[src/rtl/hex_scroll_controller.sv]
// hex_scroll_controller
// Buffers a message of active-low 7-segment patterns ({g,f,e,d,c,b,a}) and
// scrolls it right-to-left across HEX5..HEX0, followed by a six-digit blank gap.
// Optional build macro: HEX_SCROLL_REVERSE_EN adds a 'dir' input.
// When dir=1, the window position steps backwards instead of forwards.
module hex_scroll_controller #(
  parameter int MSG_LEN     = 16,
  parameter int STEP_CYCLES = 25000000
) (
  input  logic       clk,
  input  logic       reset,
  input  logic       wr_valid,
  output logic       wr_ready,
  input  logic [6:0] wr_data,
  input  logic       wr_last,
  input  logic       enable,
  input  logic       clear,
`ifdef HEX_SCROLL_REVERSE_EN
  input  logic       dir,
`endif
  output logic       active,
  output logic       wrap_pulse,
  output logic [6:0] hex5,
  output logic [6:0] hex4,
  output logic [6:0] hex3,
  output logic [6:0] hex2,
  output logic [6:0] hex1,
  output logic [6:0] hex0
);

  // The width must hold pos+5, where pos can reach len+5, so the largest value is MSG_LEN+10.
  localparam int PW = $clog2(MSG_LEN + 12);
  localparam int TW = $clog2(STEP_CYCLES);
  localparam logic [6:0] BLANK = 7'h7F;

  typedef enum logic [1:0] {IDLE, LOAD, SCROLL} state_t;

  state_t          state_reg, state_next;
  logic [PW-1:0]   wr_ptr_reg, wr_ptr_next;
  logic [PW-1:0]   len_reg, len_next;
  logic [PW-1:0]   pos_reg, pos_next;
  logic [TW-1:0]   tick_reg, tick_next;
  logic            wrap_reg, wrap_next;
  logic [41:0]     hex_reg, hex_next;
  logic [6:0]      buf_reg  [MSG_LEN];
  logic [6:0]      buf_next [MSG_LEN];
  logic [PW-1:0]   period_cur, period_next;
  logic [41:0]     win_flat;
  logic            accept;
  logic            wr_en;

  assign wr_ready    = (state_reg != SCROLL);
  assign active      = (state_reg == SCROLL);
  assign accept      = wr_valid && wr_ready && !clear;
  // The virtual sequence is the message followed by six blanks.
  assign period_cur  = len_reg + PW'(6);
  assign period_next = len_next + PW'(6);

  // Next-state logic: loading, step timing and window position. Clear overrides everything.
  always_comb begin
    state_next  = state_reg;
    wr_ptr_next = wr_ptr_reg;
    len_next    = len_reg;
    pos_next    = pos_reg;
    tick_next   = tick_reg;
    wrap_next   = 1'b0;
    wr_en       = 1'b0;
    if (clear) begin
      state_next  = IDLE;
      wr_ptr_next = '0;
      len_next    = '0;
      pos_next    = '0;
      tick_next   = '0;
    end else begin
      unique case (state_reg)
        IDLE, LOAD: begin
          if (accept) begin
            wr_en       = 1'b1;
            wr_ptr_next = wr_ptr_reg + PW'(1);
            // A full buffer ends the message even without wr_last.
            if (wr_last || wr_ptr_reg == PW'(MSG_LEN - 1)) begin
              state_next = SCROLL;
              len_next   = wr_ptr_reg + PW'(1);
              pos_next   = '0;
              tick_next  = '0;
            end else begin
              state_next = LOAD;
            end
          end
        end
        SCROLL: begin
          if (enable) begin
            if (tick_reg == TW'(STEP_CYCLES - 1)) begin
              tick_next = '0;
`ifdef HEX_SCROLL_REVERSE_EN
              if (dir) begin
                if (pos_reg == '0) begin
                  pos_next  = period_cur - PW'(1);
                  wrap_next = 1'b1;
                end else begin
                  pos_next  = pos_reg - PW'(1);
                end
              end else
`endif
              if (pos_reg == period_cur - PW'(1)) begin
                pos_next  = '0;
                wrap_next = 1'b1;
              end else begin
                pos_next  = pos_reg + PW'(1);
              end
            end else begin
              tick_next = tick_reg + TW'(1);
            end
          end
        end
        default: state_next = IDLE;
      endcase
    end
  end

  // Buffer contents after this cycle's write.
  // Forwarding the write lets the first window include the final beat.
  always_comb begin
    for (int i = 0; i < MSG_LEN; i++) begin
      buf_next[i] = buf_reg[i];
      if (wr_en && wr_ptr_reg == PW'(i)) buf_next[i] = wr_data;
    end
  end

  // One window digit per generate slot. Slot gi shows virt((pos+gi) mod P).
  genvar gi;
  generate
    for (gi = 0; gi < 6; gi++) begin : g_win
      logic [PW-1:0] idx_raw;
      logic [PW-1:0] idx;
      logic [6:0]    seg;
      // Select the buffered character, or blank when the index lands in the gap.
      always_comb begin
        idx_raw = pos_next + PW'(gi);
        idx     = (idx_raw >= period_next) ? idx_raw - period_next : idx_raw;
        seg     = BLANK;
        for (int i = 0; i < MSG_LEN; i++) begin
          if (idx == PW'(i) && idx < len_next) seg = buf_next[i];
        end
      end
      assign win_flat[(5-gi)*7 +: 7] = seg;
    end
  endgenerate

  assign hex_next = (state_next == SCROLL) ? win_flat : {6{BLANK}};

  // Control and display registers with synchronous reset.
  always_ff @(posedge clk) begin
    if (reset) begin
      state_reg  <= IDLE;
      wr_ptr_reg <= '0;
      len_reg    <= '0;
      pos_reg    <= '0;
      tick_reg   <= '0;
      wrap_reg   <= 1'b0;
      hex_reg    <= {6{BLANK}};
    end else begin
      state_reg  <= state_next;
      wr_ptr_reg <= wr_ptr_next;
      len_reg    <= len_next;
      pos_reg    <= pos_next;
      tick_reg   <= tick_next;
      wrap_reg   <= wrap_next;
      hex_reg    <= hex_next;
    end
  end

  // Message storage. Entries at or beyond len are never displayed, so there is no reset.
  always_ff @(posedge clk) begin
    for (int i = 0; i < MSG_LEN; i++) buf_reg[i] <= buf_next[i];
  end

  assign wrap_pulse = wrap_reg;
  assign hex5 = hex_reg[41:35];
  assign hex4 = hex_reg[34:28];
  assign hex3 = hex_reg[27:21];
  assign hex2 = hex_reg[20:14];
  assign hex1 = hex_reg[13:7];
  assign hex0 = hex_reg[6:0];

endmodule

[config.mk]
export PLATFORM = sky130hd
export DESIGN_NAME = hex_scroll_controller
export DESIGN_NICKNAME = d
export VERILOG_FILES = /design/src/rtl/hex_scroll_controller.sv
export SDC_FILE = /design/constraint.sdc
export NUM_CORES = 1
export LEC_CHECK = 0
export ABC_AREA = 1
export CAP_MARGIN = 20
export CORE_MARGIN = 1.5
export CORE_UTILIZATION = 45
export DETAILED_ROUTE_END_ITERATION = 8
export GPL_TIMING_DRIVEN = 0
export MAX_ROUTING_LAYER = met4
export PLACE_DENSITY = 0.63
export SLEW_MARGIN = 20
export SYNTH_ARGS = -nofsm -noshare
export SYNTH_HDL_FRONTEND = slang
export SYNTH_SLANG_ARGS = --single-unit
[constraint.sdc]
create_clock -name clk -period 8.3 [get_ports clk]
set_input_delay 0.83 -clock clk [delete_from_list [all_inputs] [get_ports clk]]
set_output_delay 0.83 -clock clk [all_outputs]
set_load 0.01 [all_outputs]
==> summary.txt, run 1 <==
Detailed routing
  – Top layer in use: met4
  – Drt wl/cell: 21.2 um
  – Initial drt markers: 2151
  – Via count: about 19000
  – Routed vias/inst: ~5.6
  – ANT nets after route: 0
  – Residual DRC count: 0
  – Drt total wl: 72.6 mm
  – First-pass iteration count of the detailed router: 6
  – WL met1: between 30 and 40 mm
  – Detail Route met3 WL: 5.67 mm
  – Met2 WL: between 30 and 40 mm

CTS
  – CTS buffer count: 17
  – Sink Count: 197
  – Root Buffer: clkbuf_16
  – H-tree levels: 4
  – CTS tree: yes
  – Clock transition at the registers of the reported paths: around 80 ps
  – Clock Path Buffers: 2
  – Skew-Pair Late Insertion Delay: roughly 480 ps

Pwr
  – Pwr Density: about 150 nW/um2
  – Net Sw Frac: 0.411
  – Leak: 0.00844 uW
  – Peak VDD IR: 0.139 mV
  – Part of the power in registers: 0.359
  – Clock power share: 0.311
  – Internal: 1660 uW
  – Gate power share: 0.330
  – Sw power: 1160 uW

GRT
  – Largest net degree at the start of global routing: 19
  – Total track usage: 0.388
  – Initial antenna violation count: 2
  – First-pass GRT wire length: 108 mm
  – Grt ovf: 0
  – Vias in the first global route: about 17000

Cells and area
  – Commonest cells after routing, fill and taps aside: nand2_1, inv_1, nor2_1
  – Commonest non-fill, non-tap cell in the layout: nand2_1
  – Layout area overhead: 10.7%
  – Layout Utilization: 0.508
  – Max FFs per register: 112
  – Nets@finish: 3031
  – Fin area: 18700 um2
  – Layout cells sized above 1: 0.0965

Setup path
  – Setup crit start: wr_ptr_reg[2]
  – Startpoint Class: flop
  – Worst Path Required: 8720 ps
  – Setup CP Type: reg -> reg
  – R2r startpoint: wr_ptr_reg[2]
  – CP max stage cell: dfxtp_1
  – Crit. End Element: flop
  – CP most frequent cell: inv_1
  – Worst-path fanout max: 12
  – Critical Path AT: between 8000 and 9000 ps
  – Max incr delay on CP: 470 ps

Synthesis
  – Syn nets: 2952
  – Post-Syn Area: 16900 um2
  – Post-Syn Instances: 2871
  – EDFF count, synth: 0
  – Register bit count reported by yosys: slightly below 200
  – Main synth FF type: dfxtp_1
  – Synth unique cells: 63
  – Mean area per synthesized cell: 5.87 um2
  – Synthesis Warnings: 0
  – Seq/Total Area, Yosys: 0.234
  – Ys async rst share: 0

Floorplan
  – Core ar.: roughly 37000 um2
  – Starting Density: 0.459
  – Die outline width: around 200 um
  – Die height: 197 um
  – Area of the die: 38600 um2
  – Ports: 58
  – Rows: 70

Placement
  – Port bufs: 56
  – Placement Cell Area: roughly 18000 um2
  – Final RePlAce weighted congestion: 1.08
  – Pre-CTS WS: -239 ps
  – Final HPWL DP: 58.5 mm

STA
  – Min cycle time layout: 7740 ps
  – Final Hold Vio Count: 0
  – Endpoints failing setup: 0
  – RSZ-0062 raised after global routing: false
  – Max_slew headroom: 0.214
  – Final slew viol count: 0
  – F_max: 129 MHz
  – Worst Skew: 17.4 ps
  – Setup ws final: 562 ps
  – Final Cycle Share: 0.932
  – Worst-Margin Slew: approximately 1200 ps

Run status
  – Outcome: finished, final reports clean

Min path
  – Hold Path Origin: buf_reg[1][3]
  – Hold Path Class: reg -> reg

Flow run
  – Max-Cap Viols: 0
## cell type report
class                      count  area, um2
antenna                        2       5.00
buffer                        39        208
clock buffer                  20        457
clock inverter                12        141
fill                        3928      18000
inverter                     498       1870
multi-input combinational   2136      10800
sequential                   197       3940
tap                          468        586
timing repair buffer          61        598
## worst max-delay path, delay by kind of cell, from the launching register on
| family | cells | cell delay, ps |
|---|---|---|
| buffers and inverters | 7 | 970 |
| AO/OA/AOI/OAI | 8 | 2200 |
| flip-flops | 1 | 470 |
| adder cells (fa/ha/maj) | 4 | 1090 |
| AND/OR/NAND/NOR | 19 | 2930 |
## per-layer routing
layer,GRT usage,vias up
met4,0.249,0
met1,0.476,8779
met3,0.0695,217
li1,-,9299
met2,0.587,910
met5,-,-
## Yosys cell counts (all sizes together), types with 9 or more instances
cell,instances,area (um2)
a21oi,87,465
and2,9,60.1
buf,17,124
clkbuf,23,86.3
clkinv,12,45.0
dfxtp,197,3940
ha,64,801
inv,486,1820
nand2,970,3800
nand3,202,1110
nand4,100,641
nor2,296,1450
nor3,55,300
o21a,12,90.1
o21ai,254,1350
xor2,11,96.3
## power groups by stage
stage	logic, uW	registers (uW)	clock network (uW)
floorplan	532	1030	0
global placement	877	1030	0
detailed placement	886	1040	0
CTS	891	1010	883
global route	978	1020	915
finish	931	1010	877
## metrics by stage
stage | TNS (ps) | hold WS (ps) | total power [uW] | cells
detailed placement | -325 | 471 | 1920 | 3395
finish | 0 | 486 | 2820 | 3433
global route | 0 | 503 | 2910 | 3433
floorplan | 0 | 437 | 1560 | 2871
global placement | -140 | 461 | 1910 | 3395
CTS | 0 | 489 | 2790 | 3427
## cell families (layout without fill, tap and decap cells)
| logic type | count (synthesis) | in the layout | share of synthesized area |
|---|---|---|---|
| compound gates | 391 | 391 | 0.132 |
| buf+inv | 538 | 630 | 0.123 |
| xor+xnor | 17 | 17 | 0.00883 |
| mux | 1 | 1 | 0.000594 |
| fa+ha+maj | 68 | 68 | 0.0523 |
| simple gates | 1659 | 1659 | 0.449 |
| flops | 197 | 197 | 0.234 |
| other cells | 0 | 2 | 0 |
## repair_timing
item / 4_1_cts / 5_1_grt
setup buffers: 0 / 5
gates resized for setup: 1 / 4
hold endpoints to repair: 0 / 0
pin swaps: 0 / 1
setup endpoints to repair: 2 / 27
hold buffers: 0 / 0
## worst paths after layout
kind,endpoint,slack (ps),depth (start not counted)
worst max-delay path,hex_reg[33],560,38
worst min-delay path,buf_reg[1][3],490,2
worst max register to register,hex_reg[33],560,38
worst min register to register,buf_reg[1][3],490,2
Power figures use the tool's default switching activity.
==> run 2: changes to the inputs <==
CAP_MARGIN = 15   (was 20)
==> results of run 2 <==
Final layout, timing and power as in run 1 (identical DEF).
==> run 3: changes to the inputs <==
CAP_MARGIN = 10   (was 15)
==> results of run 3 <==
Final layout, timing and power as in run 1 (identical DEF).
